$ cat config.mk
export PLATFORM = sky130hd
export DESIGN_NAME = biu_arbiter
export DESIGN_NICKNAME = d
export VERILOG_FILES = /design/src/rtl/acc_pkg.sv /design/src/rtl/rr_pick2.sv /design/src/rtl/biu_arbiter.sv
export SDC_FILE = /design/constraint.sdc
export NUM_CORES = 1
export LEC_CHECK = 0
export BUFFER_PORTS_ARGS = -buffer_cell sky130_fd_sc_hd__buf_2
export CAP_MARGIN = 10
export CORE_AREA = 2 2 118 120
export CTS_CLUSTER_SIZE = 24
export DETAILED_ROUTE_END_ITERATION = 6
export DIE_AREA = 0 0 120 122
export GPL_TIMING_DRIVEN = 0
export SYNTH_ARGS = -nofsm -noshare
export SYNTH_HDL_FRONTEND = slang
export SYNTH_SLANG_ARGS = --single-unit
export TNS_END_PERCENT = 100
$ cat constraint.sdc
create_clock -name clk -period 2.4 [get_ports clk]
set_input_delay 0.36 -clock clk [delete_from_list [all_inputs] [get_ports clk]]
set_output_delay 0.36 -clock clk [all_outputs]
set_load 0.05 [all_outputs]
$ cat src/rtl/acc_pkg.sv
// Shared encodings for the BIU read arbiter.
package acc_pkg;

  typedef enum logic [1:0] {
    IDLE  = 2'b00,
    ISSUE = 2'b01,
    WAIT  = 2'b10
  } arb_state_t;

  localparam logic ARB_IMAP = 1'b0;
  localparam logic ARB_WGT  = 1'b1;

  localparam logic [15:0] BEAT_MAX = 16'hFFFF;

endpackage

$ cat src/rtl/rr_pick2.sv
// Two-way round-robin picker: a lone request wins, a tie goes to the
// requester that was not granted most recently.
module rr_pick2
  import acc_pkg::*;
(
  input  logic [1:0] req_i,
  input  logic       last_i,
  output logic       gnt_idx_o,
  output logic       gnt_vld_o
);

  // Pick the winner from the request pair and the previous grant.
  always_comb begin
    gnt_vld_o = |req_i;
    gnt_idx_o = ARB_IMAP;
    if (req_i == 2'b10) begin
      gnt_idx_o = ARB_WGT;
    end else if (req_i == 2'b11) begin
      gnt_idx_o = ~last_i;
    end
  end

endmodule

$ cat src/rtl/biu_arbiter.sv
// Read arbiter between the imap and weight BIUs and the single memory
// read port. One read is outstanding at a time; request and response
// paths are combinational muxes selected by the registered owner.
module biu_arbiter
  import acc_pkg::*;
#(
  parameter int AW    = 32,
  parameter int DW    = 32,
  parameter int QUOTA = 16
) (
  input  logic          clk,
  input  logic          rst_n,
  input  logic          imap_biu2arb_req,
  input  logic [AW-1:0] imap_biu2arb_addr,
  input  logic          imap_biu2arb_vld,
  output logic          imap_biu2arb_rdy,
  output logic [AW-1:0] arb2imap_biu_addr,
  output logic [DW-1:0] arb2imap_biu_data,
  output logic          arb2imap_biu_vld,
  input  logic          arb2imap_biu_rdy,
  input  logic          wgt_biu2arb_req,
  input  logic [AW-1:0] wgt_biu2arb_addr,
  input  logic          wgt_biu2arb_vld,
  output logic          wgt_biu2arb_rdy,
  output logic [AW-1:0] arb2wgt_biu_addr,
  output logic [DW-1:0] arb2wgt_biu_data,
  output logic          arb2wgt_biu_vld,
  input  logic          arb2wgt_biu_rdy,
  output logic [AW-1:0] arb2mem_addr,
  output logic          arb2mem_vld,
  input  logic          arb2mem_rdy,
  input  logic [AW-1:0] mem2arb_addr,
  input  logic [DW-1:0] mem2arb_data,
  input  logic          mem2arb_vld,
  output logic          mem2arb_rdy
);

  arb_state_t  state_q, state_d;
  logic        owner_q, owner_d;
  logic        last_q, last_d;
  logic [15:0] beat_cnt_q, beat_cnt_d;

  logic          gnt_idx, gnt_vld;
  logic          own_req, own_vld, own_rsp_rdy, other_req;
  logic [AW-1:0] own_addr;
  logic [16:0]   cnt_inc;
  logic          quota_hit;
  logic          rsp_hs;

  rr_pick2 u_pick (
    .req_i     ({wgt_biu2arb_req, imap_biu2arb_req}),
    .last_i    (last_q),
    .gnt_idx_o (gnt_idx),
    .gnt_vld_o (gnt_vld)
  );

  // Owner-side views of both requesters.
  always_comb begin
    own_req     = (owner_q == ARB_WGT) ? wgt_biu2arb_req  : imap_biu2arb_req;
    own_vld     = (owner_q == ARB_WGT) ? wgt_biu2arb_vld  : imap_biu2arb_vld;
    own_addr    = (owner_q == ARB_WGT) ? wgt_biu2arb_addr : imap_biu2arb_addr;
    own_rsp_rdy = (owner_q == ARB_WGT) ? arb2wgt_biu_rdy  : arb2imap_biu_rdy;
    other_req   = (owner_q == ARB_WGT) ? imap_biu2arb_req : wgt_biu2arb_req;
    cnt_inc     = {1'b0, beat_cnt_q} + 17'd1;
    quota_hit   = (cnt_inc == 17'(QUOTA));
    rsp_hs      = mem2arb_vld & own_rsp_rdy;
  end

  // State register, owner, last grant and beat counter.
  always_ff @(posedge clk or negedge rst_n) begin
    if (!rst_n) begin
      state_q    <= IDLE;
      owner_q    <= ARB_IMAP;
      last_q     <= ARB_WGT;
      beat_cnt_q <= '0;
    end else begin
      state_q    <= state_d;
      owner_q    <= owner_d;
      last_q     <= last_d;
      beat_cnt_q <= beat_cnt_d;
    end
  end

  // Next-state logic: grant, issue one beat, wait for its response.
  always_comb begin
    state_d    = state_q;
    owner_d    = owner_q;
    last_d     = last_q;
    beat_cnt_d = beat_cnt_q;
    case (state_q)
      IDLE: begin
        if (gnt_vld) begin
          owner_d    = gnt_idx;
          last_d     = gnt_idx;
          beat_cnt_d = '0;
          state_d    = ISSUE;
        end
      end
      ISSUE: begin
        if (own_vld && arb2mem_rdy) begin
          state_d = WAIT;
        end else if (!own_req && !own_vld) begin
          state_d = IDLE;
        end
      end
      WAIT: begin
        if (rsp_hs) begin
          beat_cnt_d = (beat_cnt_q == BEAT_MAX) ? beat_cnt_q : cnt_inc[15:0];
          if (!own_req || (quota_hit && other_req)) begin
            state_d = IDLE;
          end else begin
            state_d = ISSUE;
          end
        end
      end
      default: state_d = IDLE;
    endcase
  end

  // Output muxing: only the owner in the matching state sees handshakes.
  always_comb begin
    imap_biu2arb_rdy  = 1'b0;
    wgt_biu2arb_rdy   = 1'b0;
    arb2imap_biu_addr = '0;
    arb2imap_biu_data = '0;
    arb2imap_biu_vld  = 1'b0;
    arb2wgt_biu_addr  = '0;
    arb2wgt_biu_data  = '0;
    arb2wgt_biu_vld   = 1'b0;
    arb2mem_addr      = '0;
    arb2mem_vld       = 1'b0;
    mem2arb_rdy       = 1'b0;
    case (state_q)
      ISSUE: begin
        arb2mem_addr = own_addr;
        arb2mem_vld  = own_vld;
        if (owner_q == ARB_WGT) wgt_biu2arb_rdy  = arb2mem_rdy;
        else                    imap_biu2arb_rdy = arb2mem_rdy;
      end
      WAIT: begin
        mem2arb_rdy = own_rsp_rdy;
        if (owner_q == ARB_WGT) begin
          arb2wgt_biu_addr = mem2arb_addr;
          arb2wgt_biu_data = mem2arb_data;
          arb2wgt_biu_vld  = mem2arb_vld;
        end else begin
          arb2imap_biu_addr = mem2arb_addr;
          arb2imap_biu_data = mem2arb_data;
          arb2imap_biu_vld  = mem2arb_vld;
        end
      end
      default: ;
    endcase
  end

endmodule

---- Word level (Yosys, flattened, before mapping) ----
Index checks and enable logic that the tools add are counted.
word-level totals
  flip-flop bits (word level) ............. 20
  bits in latches ......................... 0
  bits in writable memories ............... 0
  memory bits (read-only) ................. 0
  output and inout bits ................... 166
  word-level logic and storage cells ...... 65
  memories ................................ 0
operators by class
  $add $sub $neg .......................... 1
  $mul .................................... 0
  divide/modulo/power cells ............... 0
  $lt $le $gt $ge ......................... 0
  equality and inequality tests ........... 10
  shift-type cells ........................ 0
  multiplexer cells ....................... 36
  bitwise gates (word level) .............. 2
  reductions and logical operators ........ 12
operators by type and width
  cell                                                                    count
  32-bit 2-to-1 mux                                                       10
  16-bit 2-to-1 mux                                                       3
  16-bit one-hot mux with 2 select lines                                  1
  16-bit by 1-bit adder with 17-bit output, second input constant         1
  17-bit by 5-bit equality test with 1-bit output, second input constant  1
  1-bit 2-to-1 mux                                                        17
  16-bit equality test, second input constant                             1
  2-bit 2-to-1 mux                                                        4
  2-bit equality test, second input constant                              3
  2-bit inequality test, second input constant                            3
  2-bit one-hot mux with 3 select lines                                   1
  4-bit AND reduction                                                     1
  1-bit logical AND                                                       3
  3-bit inequality test, second input constant                            1
  3-bit AND reduction                                                     1
  2-bit by 1-bit equality test with 1-bit output, second input constant   1
  1-bit logical NOT                                                       2
  2-bit logical NOT                                                       1
  2-bit AND reduction                                                     1
  2-bit nonzero test                                                      1
  2-bit OR reduction                                                      1
  1-bit bitwise AND                                                       1
  1-bit logical OR                                                        1
  1-bit inverter                                                          1

---- Logic depth before layout (Yosys ltp) ----
  depth in word-level cells ............... 7
  gate-level depth with buffers ........... 8

---- Cells and area by module ----
A second synthesis with hierarchy kept.
unflattened totals
  cells, all modules ...................... 390
  area, all modules ....................... 2832.7 um2
modules (own cells, without submodules)
  module       instances  cells each  area an instance (um2)  seq. area each (um2)
  biu_arbiter  1          388         2819.0                  501.7
  rr_pick2     1          2           13.8                    0.0

---- Least setup slack after synthesis ----
Ideal clock, no wire load.
  path type ............................... flip-flop to output port
  from .................................... register owner_q
  to ...................................... output arb2mem_addr[10]
  arrival time ............................ 1853 ps
  data required time ...................... 2040 ps
  setup slack ............................. 187 ps
  cell stages (with the launch flop) ...... 6
  path through ............................ dfrtp_1 buf_4 clkbuf_1 buf_2 mux2i_1 nor2_1
on the way
  cells in the longest elaborated chain, start to end .. 2
ends and longest elaborated chain
  what                      RTL line            RTL
  start: declaration        biu_arbiter.sv:39   logic owner_q, owner_d;
  start signal: assignment  biu_arbiter.sv:78   owner_q <= owner_d;
  32-bit 2-to-1 mux         biu_arbiter.sv:61   own_addr = (owner_q == ARB_WGT) ? wgt_biu2arb_addr : imap_biu2arb_addr;
  32-bit 2-to-1 mux         biu_arbiter.sv:133  case (state_q)
  end: declaration          biu_arbiter.sv:29   output logic [AW-1:0] arb2mem_addr,
No other way between the ends.

---- Worst setup path in the final report ----
  from .................................... register owner_q
  to ...................................... output arb2mem_addr[28]
Same word-level chain as after synthesis.

==> flow_summary.toml <==
[synthesis]
synth_area_leaders = "and2_1 29%, dfrtp_1 17%, mux2i_1 13%"
yosysMostFrequentCell = "and2_1"
netlist_top_cells_count = "131 x and2_1, 45 x nor2_1, 36 x mux2i_1"
ys_async_sr_fraction = 1.00
synth_top_area_share = 0.293
seq_area_frac_synth = 0.180
synthFlopType = "dfrtp_1"
ys_ff_latch = 20
yosys_warnings = 0
netlist_area_um2 = 2790
synth_top_area_cell = "and2_1"
synth-edff-count = 0
syn-num-nets = 533
syn_area_per_cell_um2 = 7.11
synthCells = 393
synth.distinct_cells = 47

[global_route]
grt_pass1_wl_um = 20400
antenna_found_initial = 4
grt_start_max_net_pins = 21
grt_pass1_vias = 3581
grt_usage = 0.181
grt_overflow = 0

[timing]
worst_pin_slew_ns = 0.684
drv_slew = 0
min_period_ns = 2.33
max_freq_mhz = 430
hold_viol = 0
rsz0062_at_grt = "no"
slew-limit-headroom = 0.540
setup_violations = 0
skew_ns = 0.00594
fin_crit_sh = 0.970

[clock_network]
clock_sinks = 20
cts_inserted_buffers = 3
cts_tree = "built"
htree_levels = 1
worstSkewPairLatency_ns = 0.26
clockBufferDepth = 2
cts.clk_slew.worst_paths_ns = 0.06
root_buffer = "clkbuf_16"
hold_buffers = 0

[floorplanning]
fp.dieArea_um2 = 14600
rows = 43
io_pins = 304
die_width_um = 120
core_um2 = 13500
start_util = 0.207
dieHeight_um = 122

[layout]
diodes = 0
area_growth_pct = 76.8
instances_no_fill = 882
nets = 843
drive_above_1_share = 0.496
final-seq-area_um2 = 502
final_cell_area_um2 = 4940
multi_input_area_um2 = 2150
fillers = 1467

[power_and_ir_drop]
p_leak_nw = 2.78
power_density_nw_per_um2 = 940
peakVddDrop_v = 0.000287

[critical_path]
cp_max_fo = 10
arrival_ns = 1.97
startpoint_type = "register"
reg2reg_slack_ns = 0.24
worst_setup_path_end_kind = "primary output"
crit_required_ns = 2.04
path_class = "register to primary output"

[place]
portBuffers = 303
dp_hpwl_um = 12500
dpl.cell_count = 876
postPlaceCellArea_um2 = 4530
routabilityCongestion = 0.908

[drt]
drt_iter0_markers = 355
drc = 0
vias = 4103
vias_per_cell = 4.65
wl_per_cell_um = 17.0
wirelength_um = 15000
first_pass_iters = 5
ant_nets = 0

[outcome]
outcome = "finished, final reports clean"

[job]
maxCapViolations = 0

[min_path]
hold_class = "input port to async pin"
sequential cells by signal, summed over array words and instances (netlist names):
register    flops
owner_q         1
state_q         2
last_q          1
beat_cnt_q     16
through the flow:
stage	power (mW)	hold WS, ns	worst slack [ns]	setup TNS [ns]	utilization
floorplan	3.22	0.0644	0.187	0	-
global placement	4.12	0.344	-0.333	-11.54	0.336
detailed placement	4.11	0.343	-0.344	-9.03	0.336
CTS	4.57	0.0752	0.000490	0	0.352
global route	4.85	0.0795	0.00262	0	0.366
finish	4.64	0.0513	0.0726	0	0.366
timing repair:
action / 4_1_cts / 5_1_grt
resized for setup: 51 / 78
buffers inserted: 2 / 0
pin swaps: 1 / 0
setup endpoints to repair: 134 / 113
power by group:
group / leakage, nW / switching [mW] / internal, mW
registers: 0.271 / 0.0517 / 0.383
logic: 2.46 / 2.77 / 1.05
clock network: 0.0442 / 0.136 / 0.255
total: 2.78 / 2.96 / 1.69
critical path: stages, from the launching register on:
cell and delay [ns]:
dfrtp_1 0.32, buf_4 0.14, clkbuf_2 0.26, clkbuf_4 0.31, mux2i_1 0.36, nor2_1 0.07
buf_2 0.23
area by class of cell:
type / count / area share
Clock buffer: 4 / 0.0180
Buffer: 31 / 0.0360
Inverter: 5 / 0.00380
Timing Repair Buffer: 305 / 0.360
Sequential cell: 20 / 0.102
Multi-Input combinational cell: 337 / 0.435
Tap cell: 180 / 0.0456
logic make-up after synthesis:
kind of cell,count (synthesis),synth area share
AND/OR/NAND/NOR,245,0.503
AO/OA/AOI/OAI,52,0.115
multiplexers,37,0.133
buffers and inverters,36,0.0578
flip-flops,20,0.180
adder cells (fa/ha/maj),2,0.00896
XOR/XNOR,1,0.00314
cells in the final DEF, fill, tap and decap left out, drive strengths merged, types with 4 or more instances in the layout:
cell,synthesis,layout
a21oi,9,9
and2,131,131
and3,4,4
buf,9,250
clkbuf,22,90
dfrtp,19,19
inv,5,5
mux2i,36,36
nand2,17,17
nand2b,4,4
nand3,10,10
nand4,9,9
nor2,46,46
nor3,9,9
nor4,5,5
o21ai,25,25
per-layer routing:
metal / wire, um / GRT usage / share of wire
met5: 0 / 0 / 0
met4: 268 / 0.0390 / 0.018
met3: 1620 / 0.0389 / 0.11
met2: 6880 / 0.283 / 0.46
met1: 6180 / 0.256 / 0.41
final timing paths:
| path | end | from | cells past startpoint |
|---|---|---|---|
| hold / removal | beat_cnt_q[7]$_DFFE_PN0P_ | rst_n | 1 |
| hold reg to reg | last_q$_DFFE_PN1P_ | last_q$_DFFE_PN1P_ | 2 |
| min in group clk | last_q$_DFFE_PN1P_ | wgt_biu2arb_req | 3 |
| setup reg to reg | state_q[0]$_DFFE_PN0P_ | beat_cnt_q[0]$_DFFE_PN0P_ | 6 |
| setup / recovery | arb2mem_addr[28] | owner_q$_DFFE_PN0P_ | 6 |
| max in group asynchronous | last_q$_DFFE_PN1P_ | rst_n | 1 |
No activity file was read; power rests on OpenSTA's default activity.
